[config.mk]
export PLATFORM = sky130hd
export DESIGN_NAME = pcie_dn_rdreq_gen
export DESIGN_NICKNAME = d
export VERILOG_FILES = /design/src/rtl/pcie_dn_pkg.sv /design/src/rtl/pcie_dn_chunk_calc.sv /design/src/rtl/pcie_dn_rdreq_gen.sv
export SDC_FILE = /design/constraint.sdc
export NUM_CORES = 1
export LEC_CHECK = 0
export ABC_AREA = 1
export BUFFER_PORTS_ARGS = -buffer_cell sky130_fd_sc_hd__buf_2
export CORE_AREA = 2 2 192 194
export CTS_BUF_LIST = sky130_fd_sc_hd__clkbuf_8
export CTS_CLUSTER_DIAMETER = 80
export CTS_CLUSTER_SIZE = 20
export DETAILED_ROUTE_END_ITERATION = 16
export DIE_AREA = 0 0 194 196
export PLACE_DENSITY = 0.74
export SYNTH_ARGS = -nofsm -noshare
export SYNTH_HDL_FRONTEND = slang
export SYNTH_SLANG_ARGS = --single-unit
[constraint.sdc]
create_clock -name PCIE_CLK -period 18.8 [get_ports PCIE_CLK]
set_input_delay 0 -clock PCIE_CLK [delete_from_list [all_inputs] [get_ports PCIE_CLK]]
set_output_delay 0 -clock PCIE_CLK [all_outputs]
set_load 0.02 [all_outputs]
[src/rtl/pcie_dn_pkg.sv]
// Shared definitions for the download-path request generator: descriptor layout,
// FSM encoding and FBUF read timing.
package pcie_dn_pkg;

    localparam int DESC_W      = 96;
    localparam int ADDR_LSB    = 0;
    localparam int ADDR_MSB    = 63;
    localparam int LEN_LSB     = 64;
    localparam int LEN_MSB     = 95;
    localparam int ADDR_W      = 64;
    localparam int REM_W       = 32;
    localparam int RDLEN_W     = 13;
    localparam int FBUF_RD_LAT = 3;

    typedef enum logic [2:0] {
        ST_IDLE  = 3'd0,
        ST_POP   = 3'd1,
        ST_WAIT  = 3'd2,
        ST_LOAD  = 3'd3,
        ST_CALC  = 3'd4,
        ST_ISSUE = 3'd5
    } state_e;

    // Requests are dword granular, so the two low bits of address and length are dropped.
    function automatic logic [ADDR_W-1:0] align_dw64(input logic [ADDR_W-1:0] a);
        return a & ~ADDR_W'(3);
    endfunction

    function automatic logic [REM_W-1:0] align_dw32(input logic [REM_W-1:0] a);
        return a & ~REM_W'(3);
    endfunction

endpackage

[src/rtl/pcie_dn_chunk_calc.sv]
// Registered chunk splitter: given the current address and remaining length, computes the
// next request size (bounded by MRRS and the MRRS-aligned boundary) plus the follow-on state.
module pcie_dn_chunk_calc
    import pcie_dn_pkg::*;
#(
    parameter int MRRS_BYTES = 512
) (
    input  logic               PCIE_CLK,
    input  logic               PCIE_RST,
    input  logic               calc_en_i,
    input  logic [ADDR_W-1:0]  addr_i,
    input  logic [REM_W-1:0]   rem_i,
    output logic [ADDR_W-1:0]  chunk_addr_o,
    output logic [RDLEN_W-1:0] chunk_len_o,
    output logic [ADDR_W-1:0]  next_addr_o,
    output logic [REM_W-1:0]   next_rem_o,
    output logic               last_o
);

    localparam int OFF_W = $clog2(MRRS_BYTES);
    localparam logic [RDLEN_W-1:0] MRRS_LEN = RDLEN_W'(MRRS_BYTES);

    logic [RDLEN_W-1:0] off;
    logic [RDLEN_W-1:0] room;
    logic [RDLEN_W-1:0] chunk;
    logic               last;

    logic [ADDR_W-1:0]  chunk_addr_q;
    logic [RDLEN_W-1:0] chunk_len_q;
    logic [ADDR_W-1:0]  next_addr_q;
    logic [REM_W-1:0]   next_rem_q;
    logic               last_q;

    // When the remainder fits before the boundary it is also <= MRRS, so it fits RDLEN_W bits.
    always_comb begin
        off   = {{(RDLEN_W-OFF_W){1'b0}}, addr_i[OFF_W-1:0]};
        room  = MRRS_LEN - off;
        last  = (rem_i <= {{(REM_W-RDLEN_W){1'b0}}, room});
        chunk = last ? rem_i[RDLEN_W-1:0] : room;
    end

    always_ff @(posedge PCIE_CLK or posedge PCIE_RST) begin
        if (PCIE_RST) begin
            chunk_addr_q <= '0;
            chunk_len_q  <= '0;
            next_addr_q  <= '0;
            next_rem_q   <= '0;
            last_q       <= 1'b0;
        end else if (calc_en_i) begin
            chunk_addr_q <= addr_i;
            chunk_len_q  <= chunk;
            next_addr_q  <= addr_i + {{(ADDR_W-RDLEN_W){1'b0}}, chunk};
            next_rem_q   <= rem_i - {{(REM_W-RDLEN_W){1'b0}}, chunk};
            last_q       <= last;
        end
    end

    assign chunk_addr_o = chunk_addr_q;
    assign chunk_len_o  = chunk_len_q;
    assign next_addr_o  = next_addr_q;
    assign next_rem_o   = next_rem_q;
    assign last_o       = last_q;

endmodule

[src/rtl/pcie_dn_rdreq_gen.sv]
// Download-path read request generator: pops host buffer descriptors from DN_FBUF and
// splits each into MRRS-bounded PCIe memory-read requests on a valid/ready interface.
module pcie_dn_rdreq_gen
    import pcie_dn_pkg::*;
#(
    parameter int MRRS_BYTES = 512,
    parameter int POP_GUARD  = 4
) (
    input  logic               PCIE_CLK,
    input  logic               PCIE_RST,
    input  logic               DMA_EN,
    input  logic               DN_FBUF_RD_RDY,
    output logic               DN_FBUF_RD_REQ,
    input  logic [DESC_W-1:0]  DN_FBUF_RD_DATA,
    output logic               RDREQ_VLD,
    input  logic               RDREQ_RDY,
    output logic [ADDR_W-1:0]  RDREQ_ADDR,
    output logic [RDLEN_W-1:0] RDREQ_LEN,
    output logic               RDREQ_FIRST,
    output logic               RDREQ_LAST,
    output logic               BUF_DONE,
    output logic               ERR_LEN0,
    output logic               BUSY
);

    localparam int GUARD_W = $clog2(POP_GUARD + 1);

    state_e             state_q, state_d;
    logic [GUARD_W-1:0] guard_q, guard_d;
    logic [1:0]         lat_q, lat_d;
    logic [ADDR_W-1:0]  addr_q, addr_d;
    logic [REM_W-1:0]   rem_q, rem_d;
    logic               first_q, first_d;
    logic               vld_q, vld_d;
    logic               req_first_q, req_first_d;
    logic               done_q, done_d;
    logic               err_q, err_d;

    logic               calc_en;
    logic [ADDR_W-1:0]  desc_addr;
    logic [REM_W-1:0]   desc_len;
    logic [ADDR_W-1:0]  chunk_addr;
    logic [RDLEN_W-1:0] chunk_len;
    logic [ADDR_W-1:0]  next_addr;
    logic [REM_W-1:0]   next_rem;
    logic               chunk_last;

    pcie_dn_chunk_calc #(
        .MRRS_BYTES (MRRS_BYTES)
    ) u_chunk_calc (
        .PCIE_CLK     (PCIE_CLK),
        .PCIE_RST     (PCIE_RST),
        .calc_en_i    (calc_en),
        .addr_i       (addr_q),
        .rem_i        (rem_q),
        .chunk_addr_o (chunk_addr),
        .chunk_len_o  (chunk_len),
        .next_addr_o  (next_addr),
        .next_rem_o   (next_rem),
        .last_o       (chunk_last)
    );

    always_comb begin
        desc_addr   = align_dw64(DN_FBUF_RD_DATA[ADDR_MSB:ADDR_LSB]);
        desc_len    = align_dw32(DN_FBUF_RD_DATA[LEN_MSB:LEN_LSB]);
        state_d     = state_q;
        guard_d     = (guard_q != '0) ? guard_q - GUARD_W'(1) : guard_q;
        lat_d       = lat_q;
        addr_d      = addr_q;
        rem_d       = rem_q;
        first_d     = first_q;
        vld_d       = vld_q;
        req_first_d = req_first_q;
        done_d      = 1'b0;
        err_d       = 1'b0;
        calc_en     = 1'b0;
        case (state_q)
            ST_IDLE: begin
                if (DMA_EN && DN_FBUF_RD_RDY && guard_q == '0) begin
                    state_d = ST_POP;
                end
            end
            ST_POP: begin
                // RD_RDY lags the FIFO, so it is masked until the pop has propagated.
                guard_d = GUARD_W'(POP_GUARD - 1);
                lat_d   = 2'(FBUF_RD_LAT - 2);
                state_d = ST_WAIT;
            end
            ST_WAIT: begin
                if (lat_q == 2'd0) begin
                    state_d = ST_LOAD;
                end else begin
                    lat_d = lat_q - 2'd1;
                end
            end
            ST_LOAD: begin
                addr_d  = desc_addr;
                rem_d   = desc_len;
                first_d = 1'b1;
                if (desc_len == '0) begin
                    err_d   = 1'b1;
                    state_d = ST_IDLE;
                end else begin
                    state_d = ST_CALC;
                end
            end
            ST_CALC: begin
                calc_en     = 1'b1;
                vld_d       = 1'b1;
                req_first_d = first_q;
                state_d     = ST_ISSUE;
            end
            ST_ISSUE: begin
                if (RDREQ_RDY) begin
                    vld_d   = 1'b0;
                    addr_d  = next_addr;
                    rem_d   = next_rem;
                    first_d = 1'b0;
                    if (chunk_last) begin
                        done_d  = 1'b1;
                        state_d = ST_IDLE;
                    end else begin
                        state_d = ST_CALC;
                    end
                end
            end
            default: state_d = ST_IDLE;
        endcase
    end

    always_ff @(posedge PCIE_CLK or posedge PCIE_RST) begin
        if (PCIE_RST) begin
            state_q     <= ST_IDLE;
            guard_q     <= '0;
            lat_q       <= '0;
            addr_q      <= '0;
            rem_q       <= '0;
            first_q     <= 1'b0;
            vld_q       <= 1'b0;
            req_first_q <= 1'b0;
            done_q      <= 1'b0;
            err_q       <= 1'b0;
        end else begin
            state_q     <= state_d;
            guard_q     <= guard_d;
            lat_q       <= lat_d;
            addr_q      <= addr_d;
            rem_q       <= rem_d;
            first_q     <= first_d;
            vld_q       <= vld_d;
            req_first_q <= req_first_d;
            done_q      <= done_d;
            err_q       <= err_d;
        end
    end

    assign DN_FBUF_RD_REQ = (state_q == ST_POP);
    assign BUSY           = (state_q != ST_IDLE);
    assign RDREQ_VLD      = vld_q;
    assign RDREQ_ADDR     = chunk_addr;
    assign RDREQ_LEN      = chunk_len;
    assign RDREQ_FIRST    = req_first_q;
    assign RDREQ_LAST     = chunk_last;
    assign BUF_DONE       = done_q;
    assign ERR_LEN0       = err_q;

endmodule
### Word level (Yosys, flattened, before mapping)

Index checks and enable logic that the tools add are counted.

* flip-flop bits (word level): 283
* output and inout port bits: 84
* word-level logic and storage cells: 70

* $add $sub $neg: 5
* magnitude comparators: 1
* equality and inequality tests: 9
* multiplexer cells: 24
* reduce and logical (&&, ||, !) cells: 16

Operators with widths (number)
* case mux 64 bit (2 select lines): 1
* adder 64 x 13 -> 64 bit: 1
* 2-to-1 mux 64 bit: 1
* case mux 32 bit (2 select lines): 1
* <= comparator 32 x 13 -> 1 bit: 1
* logical NOT 32 bit: 1
* 2-to-1 mux 32 bit: 1
* subtractor 32 x 13 -> 32 bit: 1
* 2-to-1 mux 3 bit: 7
* case mux 3 bit (6 select lines): 1
* 2-to-1 mux 13 bit: 1
* subtractor 10 x 9 -> 11 bit (first input constant): 1
* != test 2 bit (second input constant): 4
* nonzero test 2 bit: 4
* 2-to-1 mux 1 bit: 7
* == test 3 x 2 -> 1 bit (second input constant): 2
* == test 3 bit (second input constant): 2
* logical NOT 3 bit: 2
* AND reduction 2 bit: 3
* nonzero test 3 bit: 2
* case mux 1 bit (2 select lines): 2
* case mux 2 bit (2 select lines): 1
* == test 3 x 1 -> 1 bit (second input constant): 1
* AND reduction 3 bit: 1
* other kinds (5): 6

### Logic depth before layout (Yosys ltp)

* word-level depth: 4
* mapped depth: 33

### Modules after synthesis

A second synthesis with hierarchy kept.

* cell total of the unflattened synthesis: 2273
* area, all modules: 16195.5 µm²

Modules (own cells, without submodules)
* pcie_dn_chunk_calc: instances 1, cells each 1648, area each 11182.0 µm²
* pcie_dn_rdreq_gen: instances 1, cells each 625, area each 5013.6 µm²

### Worst setup path after synthesis

OpenSTA, ideal clock, no wires.

* kind: reg2reg
* start: register addr_q[1]
* end: register u_chunk_calc.next_addr_q[52] (netlist: u_chunk_calc.next_addr_o[52])
* arrival time: 3.831 ns
* data required time: 18.672 ns
* path slack: 14.842 ns
* cell stages (with the launch flop): 27
* path buffers: 1
* cell sequence: dfrtp_1 inv_1 ha_1 nand2_1 nor2_1 nand4_1 xor2_1 ha_1 nand3_1 nor2_1 nand4_1 clkbuf_1 nand3_1 and2_1 ha_1 inv_1 fa_1 inv_1 nand3_1 nand2_1 nand2_1 nand2_1 nand2_1 nand2_1 nand3_1 o21bai_1 nand3_1

* word-level cells in the longest chain between the ends: 4

Ends and longest elaborated chain
* from (decl): RTL line pcie_dn_rdreq_gen.sv:31 `logic [ADDR_W-1:0] addr_q, addr_d;`
* from (signal assigned): RTL line pcie_dn_rdreq_gen.sv:147 `addr_q <= addr_d;`
* subtractor 10 x 9 -> 11 bit: RTL line pcie_dn_chunk_calc.sv:37 `room = MRRS_LEN - off;`
* <= comparator 32 x 13 -> 1 bit: RTL line pcie_dn_chunk_calc.sv:38 `last = (rem_i <= {{(REM_W-RDLEN_W){1'b0}}, room});`
* 2-to-1 mux 13 bit: RTL line pcie_dn_chunk_calc.sv:39 `chunk = last ? rem_i[RDLEN_W-1:0] : room;`
* net u_chunk_calc.chunk[0]: RTL line pcie_dn_chunk_calc.sv:25 `logic [RDLEN_W-1:0] chunk;`
* adder 64 x 13 -> 64 bit: RTL line pcie_dn_chunk_calc.sv:52 `next_addr_q <= addr_i + {{(ADDR_W-RDLEN_W){1'b0}}, chunk};`
* to (signal assigned): RTL line pcie_dn_chunk_calc.sv:52
* to (decl): RTL line pcie_dn_chunk_calc.sv:30 `logic [ADDR_W-1:0] next_addr_q;`

The timed path passes the listed nets, and every way through them passes these cells.
A chain may end at the register's enable or synchronous reset.

### Worst setup path after layout

* start: register addr_q[1]
* end: register u_chunk_calc.next_addr_q[40] (netlist: u_chunk_calc.next_addr_o[40])

The elaborated chain is that of the path after synthesis.

==> results.ini <==
[setup_path]
cp_common_cell = nand2_1
arrival_ns = 6.09
timing.rr.end = u_chunk_calc.next_addr_o[40]
start_kind = flop
r2r_start = addr_q[1]
reg2reg_depth = 28
path_buf_inv = 4
crit_path_max_fanout = 11
critical_path_class = flop to flop
reg2reg_slack_ns = 13.19
cp-end-kind = flop
crit_family = simple AND/OR/NAND/NOR gates
crit_slowest_cell = dfrtp_1
cp.depth = 28
max_stage_delay_ns = 0.40
worstPathRequired_ns = 19.28

[sta]
hold_viol = 0
rsz0062_at_grt = false
finalCritPeriodShare_pct = 29.82
fin_crit_ns = 5.607
slew_violations = 0
setup_viol = 0
tightest_slew_ns = 1.048
fin_tns_setup_ns = 0
maxSlewHeadroom_pct = 30.12
fin_skew_ns = 0.04295
timing.hold.ws_ns = 0.05606
max_freq_ghz = 0.1784

[worst_hold_path]
hp-class = input pin to async pin

[cts]
postCtsHoldBufs = 99
post-cts-setup-buffers = 0
root_buffer = clkbuf_8
tritoncts = yes
ctsResizeCount = 0
cts.sinks = 283
cts_buffer_depth = 3
htreeDepth = 1
clk_pin_slew_ns = 0.12
clk_latency_ns = 0.60
cts_made_buffers = 21

[global_route]
grt_overflow = 0
grt_max_degree = 172
grt_usage_pct = 26.18
grt_pass1_wl_um = 79950
antenna_found_initial = 2
grt_pass1_vias = 14650

[layout]
mostFrequentLayoutCell = nand2_1
fill_cells = 3530
final_cell_mix = nand2_1 (705), dfrtp_1 (283), inv_1 (267)
drive_gt1_share_pct = 9.526
multi_input_area_um2 = 7531
area_growth_syn_to_layout_pct = 16.75
nets = 2598
register_area_um2 = 7082

[status]
outcome = completed

[placed_design]
port_buffers = 180
hpwl_um = 36070
gp_congestion = 0.9373

[detailed_routing]
wl_per_cell_um = 17.04
drt_wl_total_um = 50060
drc = 0
viasPerCell = 5.292
ant_nets = 0
drt_iter0_markers = 1387
first_pass_iters = 6
vias = 15540

[synth]
synth_cell_types = 34
ys_ff_latch = 283
netlist_top_cells_area = dfrtp_1 (44%), nand2_1 (17%), inv_1 (6.3%)
yosys_warnings = 0
synth_top_area_share_pct = 44.41
yosys.area.top_type = dfrtp_1
syn-mean-instance-area_um2 = 7.163
synth_seq_area_share_pct = 44.41
netlist_instances = 2226
netlist_area_um2 = 15950

[power_and_ir_drop]
finalPower_mw = 3.027
vdd_drop_max_v = 0.0001152
power_density_nw_per_um2 = 162.6
p_leak_nw = 9.189

[floorplan]
rows = 70
initial_core_util_pct = 44.19
dieArea_um2 = 38020
die_h_um = 196
die_x_um = 194
num_io_pins = 185
core_area_um2 = 36080

[run]
max_cap_violations = 0

-- Yosys cell counts --
master,instances
a21boi_0,1
a21o_1,1
a21oi_1,26
a31oi_1,50
and2_1,2
buf_1,1
buf_2,22
clkbuf_1,60
conb_1,1
dfrtp_1,283
fa_1,2
ha_1,37
inv_1,267
inv_2,3
nand2_1,705
nand3_1,190
nand3b_1,2
nand4_1,44
nor2_1,251
nor2_2,1
nor3_1,21
nor3_4,1
nor4_1,8
o211ai_1,51
o21a_1,5
o21ai_0,119
o21ai_1,25
o21ai_2,1
o21bai_1,5
o221ai_1,11
o22ai_1,2
or2_2,6
xnor2_1,12
xor2_1,10
-- per-layer routing --
| metal | up-vias | GRT usage, % | routed length, um |
|---|---|---|---|
| met3 | 78 | 2.922 | 3442 |
| met5 | - | 0 | 0 |
| met1 | 7287 | 38.84 | 23080 |
| met2 | 540 | 40.57 | 22090 |
| met4 | 0 | 7.407 | 1439 |
| li1 | 7638 | - | - |
-- kinds of logic after synthesis --
logic type / count (synthesis) / synth area share, %
flip-flops: 283 / 44.41
AO/OA/AOI/OAI: 297 / 11.00
adder cells (fa/ha/maj): 39 / 3.154
XOR/XNOR: 22 / 1.208
AND/OR/NAND/NOR: 1231 / 31.72
buffers and inverters: 353 / 8.482
other: 1 / 0.02352
-- final cells by class --
class                           instances  share of cell area [%]
Clock buffer                           22                   1.626
Sequential cell                       283                   38.04
Inverter                              270                   5.498
Antenna cell                            2                 0.02688
Multi-Input combinational cell       1592                   40.45
Clock inverter                         10                  0.5377
Tap cell                              468                   3.145
Timing Repair Buffer                  290                   10.67
-- sequential cells by signal (all words and copies together), names as in the netlist, 2 cells and up --
register                   cells
addr_q                        64
u_chunk_calc.chunk_addr_o     64
u_chunk_calc.next_addr_o      64
rem_q                         32
u_chunk_calc.next_rem_o       32
u_chunk_calc.chunk_len_o      13
guard_q                        3
state_q                        3
lat_q                          2
-- metrics by stage --
stage / cell area, um2 / setup slack, ns / cells / util, %
3_5_place_dp: 17220 / 13.36 / 2804 / 47.72
5_1_grt: 18620 / 12.61 / 2937 / 51.59
2_1_floorplan: 15950 / 10.99 / 2228 / -
3_3_place_gp: 17220 / 13.47 / 2804 / 47.72
4_1_cts: 18610 / 13.33 / 2935 / 51.58
6_report: 18620 / 13.19 / 2937 / 51.59
-- worst register-to-register path: cells and delay by family (launching register included) --
| kind | cells | cell delay, ns |
|---|---|---|
| DFF | 1 | 0.40 |
| adders and majority gates | 4 | 1.18 |
| buffers and inverters | 4 | 0.54 |
| xor gates and xnor gates | 1 | 0.29 |
| and+or+nand+nor | 19 | 3.09 |
-- power breakdown --
part,leakage [nW],internal [mW],switching (mW)
Combinational,5.56,0.515,1.09
Sequential,3.42,0.876,0.210
Clock,0.206,0.117,0.225
-- worst max path at each step --
stage / from / to / slack [ns]
finish: addr_q[1] / u_chunk_calc.next_addr_o[40] / 13.19
global route: addr_q[1] / u_chunk_calc.next_addr_o[40] / 12.61
CTS: addr_q[1] / u_chunk_calc.next_addr_o[52] / 13.33
detailed placement: addr_q[1] / u_chunk_calc.next_addr_o[40] / 13.36
global placement: addr_q[1] / u_chunk_calc.next_addr_o[40] / 13.47
floorplan: PCIE_RST / BUF_DONE / 10.99
Power figures use the tool's default switching activity.
